## src/rtl/vec_deser_pkg.sv

```systemverilog
// Shared types and constants for the bit-serial vector deserializer.
package vec_deser_pkg;

  typedef enum logic {
    IDLE    = 1'b0,
    COLLECT = 1'b1
  } state_t;

  localparam int DEFAULT_WIDTH = 8;

  // Serial bits per frame: the data word plus an optional trailing parity bit.
  function automatic int frame_len(input int width, input bit parity_en);
    return parity_en ? width + 1 : width;
  endfunction

endpackage

```

## src/rtl/vector_deserializer_bit_order_mux.sv

```systemverilog
// Combinational bit-order selector: passes the word through or bit-reverses it.
module bit_order_mux #(
  parameter int WIDTH = 8
) (
  input  logic [WIDTH-1:0] in,
  input  logic             rev,
  output logic [WIDTH-1:0] out
);

  always_comb begin
    out = in;
    if (rev) begin
      for (int i = 0; i < WIDTH; i++) begin
        out[i] = in[WIDTH-1-i];
      end
    end
  end

endmodule

```

## src/rtl/vector_deserializer.sv

```systemverilog
// Bit-serial to parallel collector with a valid/ready output holding register.
// Optional even-parity frame checking is enabled by defining VEC_DESER_PARITY_EN.
module vector_deserializer
  import vec_deser_pkg::*;
#(
  parameter int WIDTH = DEFAULT_WIDTH
) (
  input  logic                       clk,
  input  logic                       rst_n,
  input  logic                       bit_in,
  input  logic                       bit_valid,
  input  logic                       msb_first,
  input  logic                       clear,
  output logic [WIDTH-1:0]           out_data,
  output logic                       out_valid,
  input  logic                       out_ready,
  output logic                       overrun,
  output logic                       parity_err,
  output logic [$clog2(WIDTH+1)-1:0] bit_count
);

`ifdef VEC_DESER_PARITY_EN
  localparam bit PARITY_EN = 1'b1;
  localparam int SW        = WIDTH;
`else
  localparam bit PARITY_EN = 1'b0;
  // The final data bit is taken straight from bit_in, so only WIDTH-1 bits are stored.
  localparam int SW        = WIDTH - 1;
`endif

  localparam int             FRAME = frame_len(WIDTH, PARITY_EN);
  localparam int             CW    = $clog2(WIDTH + 1);
  localparam logic [CW-1:0]  LAST  = CW'(FRAME - 1);

  state_t          state;
  state_t          next_state;
  logic [CW-1:0]   cnt;
  logic [SW-1:0]   shift_q;
  logic            order_q;
  logic [WIDTH-1:0] assembled;
  logic [WIDTH-1:0] ordered;
  logic            shift_en;
  logic            last_bit;
  logic            complete;
  logic            frame_ok;
  logic            slot_free;
  logic            load;

  assign last_bit  = (state == COLLECT) && bit_valid && (cnt == LAST);
  assign complete  = last_bit && !clear;
  assign slot_free = !out_valid || out_ready;
  assign load      = complete && frame_ok && slot_free;
  assign bit_count = cnt;

`ifdef VEC_DESER_PARITY_EN
  localparam logic [CW-1:0] DATA_END = CW'(WIDTH);

  // The parity bit is checked against the stored data but never shifted in.
  assign shift_en  = (cnt < DATA_END);
  assign assembled = shift_q;
  assign frame_ok  = ~((^shift_q) ^ bit_in);

  always_ff @(posedge clk or negedge rst_n) begin
    if (!rst_n) begin
      parity_err <= 1'b0;
    end else begin
      parity_err <= complete && !frame_ok;
    end
  end
`else
  assign shift_en   = 1'b1;
  assign assembled  = {bit_in, shift_q};
  assign frame_ok   = 1'b1;
  assign parity_err = 1'b0;
`endif

  bit_order_mux #(.WIDTH(WIDTH)) u_order_mux (
    .in  (assembled),
    .rev (order_q),
    .out (ordered)
  );

  always_ff @(posedge clk or negedge rst_n) begin
    if (!rst_n) begin
      state <= IDLE;
    end else begin
      state <= next_state;
    end
  end

  always_comb begin
    next_state = state;
    if (clear) begin
      next_state = IDLE;
    end else begin
      case (state)
        IDLE:    if (bit_valid) next_state = COLLECT;
        COLLECT: if (last_bit) next_state = IDLE;
        default: next_state = IDLE;
      endcase
    end
  end

  // Incoming bits enter at the top and move down, so the first bit ends in bit 0.
  always_ff @(posedge clk or negedge rst_n) begin
    if (!rst_n) begin
      cnt     <= '0;
      shift_q <= '0;
      order_q <= 1'b0;
    end else if (clear) begin
      cnt <= '0;
    end else if (bit_valid) begin
      cnt <= last_bit ? '0 : cnt + 1'b1;
      if (shift_en) begin
        shift_q <= (shift_q >> 1) | (SW'(bit_in) << (SW - 1));
      end
      if (state == IDLE) begin
        order_q <= msb_first;
      end
    end
  end

  always_ff @(posedge clk or negedge rst_n) begin
    if (!rst_n) begin
      out_data  <= '0;
      out_valid <= 1'b0;
      overrun   <= 1'b0;
    end else if (clear) begin
      out_data  <= '0;
      out_valid <= 1'b0;
      overrun   <= 1'b0;
    end else begin
      if (load) begin
        out_data  <= ordered;
        out_valid <= 1'b1;
      end else if (out_valid && out_ready) begin
        out_valid <= 1'b0;
      end
      if (complete && frame_ok && !slot_free) begin
        overrun <= 1'b1;
      end
    end
  end

endmodule
```

## config.mk

```make
export PLATFORM = sky130hd
export DESIGN_NAME = vector_deserializer
export DESIGN_NICKNAME = d
export VERILOG_FILES = /design/src/rtl/vec_deser_pkg.sv /design/src/rtl/vector_deserializer_bit_order_mux.sv /design/src/rtl/vector_deserializer.sv
export SDC_FILE = /design/constraint.sdc
export NUM_CORES = 1
export LEC_CHECK = 0
export ABC_AREA = 1
export CAP_MARGIN = 20
export CORE_UTILIZATION = 47
export CTS_BUF_LIST = sky130_fd_sc_hd__clkbuf_4 sky130_fd_sc_hd__clkbuf_8
export CTS_CLUSTER_SIZE = 20
export DETAILED_ROUTE_END_ITERATION = 10
export PLACE_DENSITY_LB_ADDON = 0.3
export SYNTH_ARGS = -nofsm -noshare
export SYNTH_HDL_FRONTEND = slang
export SYNTH_HIERARCHICAL = 1
export SYNTH_SLANG_ARGS = --single-unit
```

## constraint.sdc

```tcl
create_clock -name clk -period 1.35 [get_ports clk]
set_clock_uncertainty 0.15 [all_clocks]
set_input_delay 0.135 -clock clk [delete_from_list [all_inputs] [get_ports clk]]
set_output_delay 0.135 -clock clk [all_outputs]
set_load 0.02 [all_outputs]
```

Word-level counts from Yosys, hierarchy flattened. Index checks and enable logic that the tools add are counted.

Eq/ne operators: 1. Bitwise logic cells: 3. Reduce and logical (&&, ||, !) cells: 16. Add/subtract/negate cells: 1. Multiplexer cells: 15.

Operators with widths (number): $mux W8 (3); $mux W4 (3); $mux W1 (8); $or A6 B7 Y7 (1); $logic_and A1 B1 Y1 (6); $reduce_bool A2 Y1 (3); $add A4 B1 Y4 const B (1); $eq A4 B3 Y1 const B (1); $logic_not A1 Y1 (3); $reduce_and A3 Y1 (1); $reduce_bool A3 Y1 (1); $not A1 Y1 (2); $pmux W1 S2 (1); $reduce_and A2 Y1 (1); $logic_or A1 B1 Y1 (1).

Word-level logic and storage cells: 43. Register bits: 23. Bits of input ports: 7.

Longest topological paths before layout.
Depth after elaboration: 6. Depth in mapped cells: 6.

By module. Netlist, hierarchy kept.

By module, submodules not included: vector_deserializer (seq. area each 575.6 um2, cells an instance 106, times used 1, area an instance 984.7 um2); bit_order_mux (seq. area each 0.0 um2, cells an instance 26, times used 1, area an instance 105.1 um2).

Least setup slack after synthesis. Ideal clock, no wire load.

Path kind: reg-to-reg. Start: reg cnt[0] (netlist: bit_count[0]). End: reg out_data[0]. Setup time: 0.118 ns. Arrival time: 1.209 ns. Slack: -0.127 ns. Clock period less this slack: 1.477 ns. Path buffers: 0. Stages on the path, launching flop included: 7. Path through: dfrtp_1 ha_1 nand3_2 nor2_2 nand2_2 nand3_1 nand2_1.

Longest elaborated chain between the ends: 5.

Ends and longest elaborated chain: from (decl) (line vector_deserializer.sv:37) `logic [CW-1:0] cnt;`; from (signal assigned) (line vector_deserializer.sv:113) `cnt <= last_bit ? '0 : cnt + 1'b1;`; $eq A4 B3 Y1 (line vector_deserializer.sv:49) `assign last_bit = (state == COLLECT) && bit_valid && (cnt == LAST);`; $logic_and A1 B1 Y1 (line vector_deserializer.sv:49); $logic_and A1 B1 Y1 (line vector_deserializer.sv:50) `assign complete = last_bit && !clear;`; $logic_and A1 B1 Y1 (line vector_deserializer.sv:52) `assign load = complete && frame_ok && slot_free;`; $reduce_bool A2 Y1 (no source line); to (signal assigned) (line vector_deserializer.sv:134) `out_data <= ordered;`; to (decl) (line vector_deserializer.sv:14) `output logic [WIDTH-1:0] out_data,`.

No other way between the ends. A chain may end at the register's enable or synchronous reset.

Final worst setup path.
Start: reg cnt[1] (netlist: bit_count[1]). End: reg out_data[2].

The elaborated chain is that of the path after synthesis.

==> impl_metrics.tcl <==
set metrics [dict create \
    drive_gt1_share_pct 21.1 \
    remaining_drc_errors 0 \
    vias 932 \
    area_growth_pct 32.5 \
    fp-row-count 17 \
    dp_hpwl_um 1610 \
    failed_checks "negative setup slack" \
    yosys_register_bits 23 \
    cts_tree "built" \
    worst-r2r-setup-slack_ps -20 \
    worst_skew_pair.late_latency_ps 310 \
    grt_antenna_before_repair 0 \
    end_kind "flop" \
    critical_path_class "reg -> reg" \
    seqCellArea_um2 578 \
    grt_usage_pct 18.8 \
    die-area_um2 2520 \
    vdd_drop_max_uv 798 \
    drt_iter0_markers 21 \
    pre_cts_ws_ps -226 \
    clockRootBuffer "clkbuf_4" \
    wl_um 2160 \
    stdcell_count 194 \
    grt_remaining_overflow 0 \
    powerDensity_nw_per_um2 932 \
    clkSinkCount 23 \
    r2r-start "bit_count[1]$_DFFE_PN0P_" \
    grt_pass1_vias 810 \
    hold_violations 0 \
    netlist_area_um2 1090 \
    hold_class "in -> async" \
    numCtsBuffers 3 \
    maxCapViolCount 0 \
    yosysWarningCount 6 \
    fp.dieW_um 50.2 \
    synth_cell_types 21 \
    antenna-diode-count 0 \
    status "complete, but fails checks" \
    drtPass1Iterations 4 \
    synth.area.top_cells "dfrtp_1, nand2_1, nand3_1" \
    synthCells 132 \
    cts.clk_slew.worst_paths_ps 120 \
    fmax_ghz 0.732 \
    syn_avg_cell_area_um2 8.26 \
    multi_input_area_um2 480 \
    syn_nets 140 \
    core_um2 2190 \
    reg2regPathDepth 6 \
    layout_setup_ws_ps -15.8 \
    p_leak_uw 0.000775 \
    rr_endpoint "out_data[2]$_DFFE_PN0P_" \
    antenna_left 0 \
    arrival_ps 1460 \
    finalCriticalPeriod_ps 1370 \
    fillers 184 \
    rsz0062_at_grt "yes" \
    htreeDepth 1 \
    grt_max_degree 24 \
    die_h_um 50.2 \
    yosysMostFrequentCell "nand2_1" \
    ioPinCount 22 \
    post-route-util_pct 65.9 \
    wl_met2_um 987 \
    io_buffers 20 \
    worstPathMaxFanout 8 \
    seq_area_frac_synth_pct 52.8 \
    vias_per_cell 4.80 \
    start_util_pct 49.7 \
    start_kind "flop" \
    wl_met3_um 57 \
    synth_commonest_cells "nand2_1, dfrtp_1, nand3_1, o21ai_0, inv_1" \
    wl_per_cell_um 11.1 \
    setup_viol 2 \
    crit_required_ps 1440 \
    synth_edf_count 0 \
    finalCritPeriodShare_pct 101 \
    async_reset_ff_share_pct 100 \
    drv_slew 0 \
    synth_top_area_share_pct 52.8 \
    placedCellCount 186 \
    synth_flop_cell "dfrtp_1" \
    met1Wirelength_um 1090 \
    nNetsFinal 175 \
    topRoutingLayerUsed "met4" \
    yosysTopAreaCell "dfrtp_1" \
    place_congestion 0.784 \
    cts.path.max_buffers 2 \
    grt_pass1_wl_um 3480 \
]
## how the worst max path moves through the flow
stage	startpoint	to	slack, ps	cells after the start
3_5_place_dp	bit_valid	out_data[2]$_DFFE_PN0P_	-230	6
6_report	bit_count[1]$_DFFE_PN0P_	out_data[2]$_DFFE_PN0P_	-20	6
5_1_grt	bit_count[1]$_DFFE_PN0P_	out_data[2]$_DFFE_PN0P_	-50	6
2_1_floorplan	bit_count[1]$_DFFE_PN0P_	overrun$_DFFE_PN0P_	-7	6
3_3_place_gp	bit_valid	out_data[1]$_DFFE_PN0P_	-150	6
4_1_cts	bit_count[0]$_DFFE_PN0P_	bit_count[0]	0.5	1
## where the power goes
group / total [µW] / switching (µW) / internal [µW]
Combinational: 223 / 132 / 91.0
Sequential: 794 / 54.8 / 739
Clock: 328 / 193 / 135
Total: 1350 / 380 / 965
## sequential cells by signal, indices dropped and copies added, names as in the netlist
signal	count
bit_count	4
order_q	1
out_data	8
out_valid	1
overrun	1
shift_q	7
state	1
## logic make-up (layout without fill, tap and decap cells)
family | count (synthesis) | after routing | share of synthesized area (%)
and+or+nand+nor | 79 | 79 | 31.1
AOI/OAI and AO/OA | 15 | 15 | 8.27
DFF | 23 | 23 | 52.8
adders and majority gates | 1 | 1 | 1.15
buffers and inverters | 13 | 47 | 6.31
other | 1 | 1 | 0.344
## final cells by class
type / instances / share of cell area, %
Sequential cell: 23 / 40.0
Tap cell: 28 / 2.43
Timing Repair Buffer: 34 / 19.8
Clock buffer: 4 / 2.08
Inverter: 9 / 2.34
Multi-Input combinational cell: 96 / 33.3
## layout by cell type, fill, tap and decap left out, types with 2 or more instances in the layout
cell	count
o21ai_0	9
nor2_1	4
buf_4	13
dfrtp_2	2
o21ai_2	2
clkbuf_2	3
dlygate4sd2_1	7
nand3_1	17
clkdlybuf4s15_1	3
inv_1	7
nand2_1	51
dfrtp_1	21
inv_2	2
clkdlybuf4s50_1	6
clkbuf_4	4
## critical path, stage by stage (launching register included)
cell,delay (ps)
dfrtp_2,420
ha_4,160
nand3_4,90
nor2_4,170
buf_6,150
nand3_1,80
nand2_1,80
## routing by layer
layer / vias to the layer above / GRT usage, %
li1: 492 / -
met1: 422 / 23.1
met2: 14 / 31.8
met3: 4 / 3.64
met4: 0 / 8.57
met5: - / 0
## per-stage QoR
stage               area, µm²  TNS (ps)  total power, µW  hold WS [ps]
floorplan                1120     -7.17              939          -311
global placement         1400     -2010             1010           334
detailed placement       1400     -2840             1020           339
CTS                      1450         0             1360          11.8
global route             1440      -226             1420          45.9
finish                   1440     -20.2             1350          15.7
## what timing repair did
| item | in CTS | in global routing |
|---|---|---|
| gates cloned | 0 | 0 |
| resized for setup | 21 | 7 |
| pin swaps | 1 | 1 |
| hold buffers | 0 | 0 |
| buffers inserted | 4 | 0 |
| hold endpoints to repair | 0 | 0 |
| setup endpoints to repair | 22 | 16 |
Note: power is estimated with default switching activity, not from simulation.
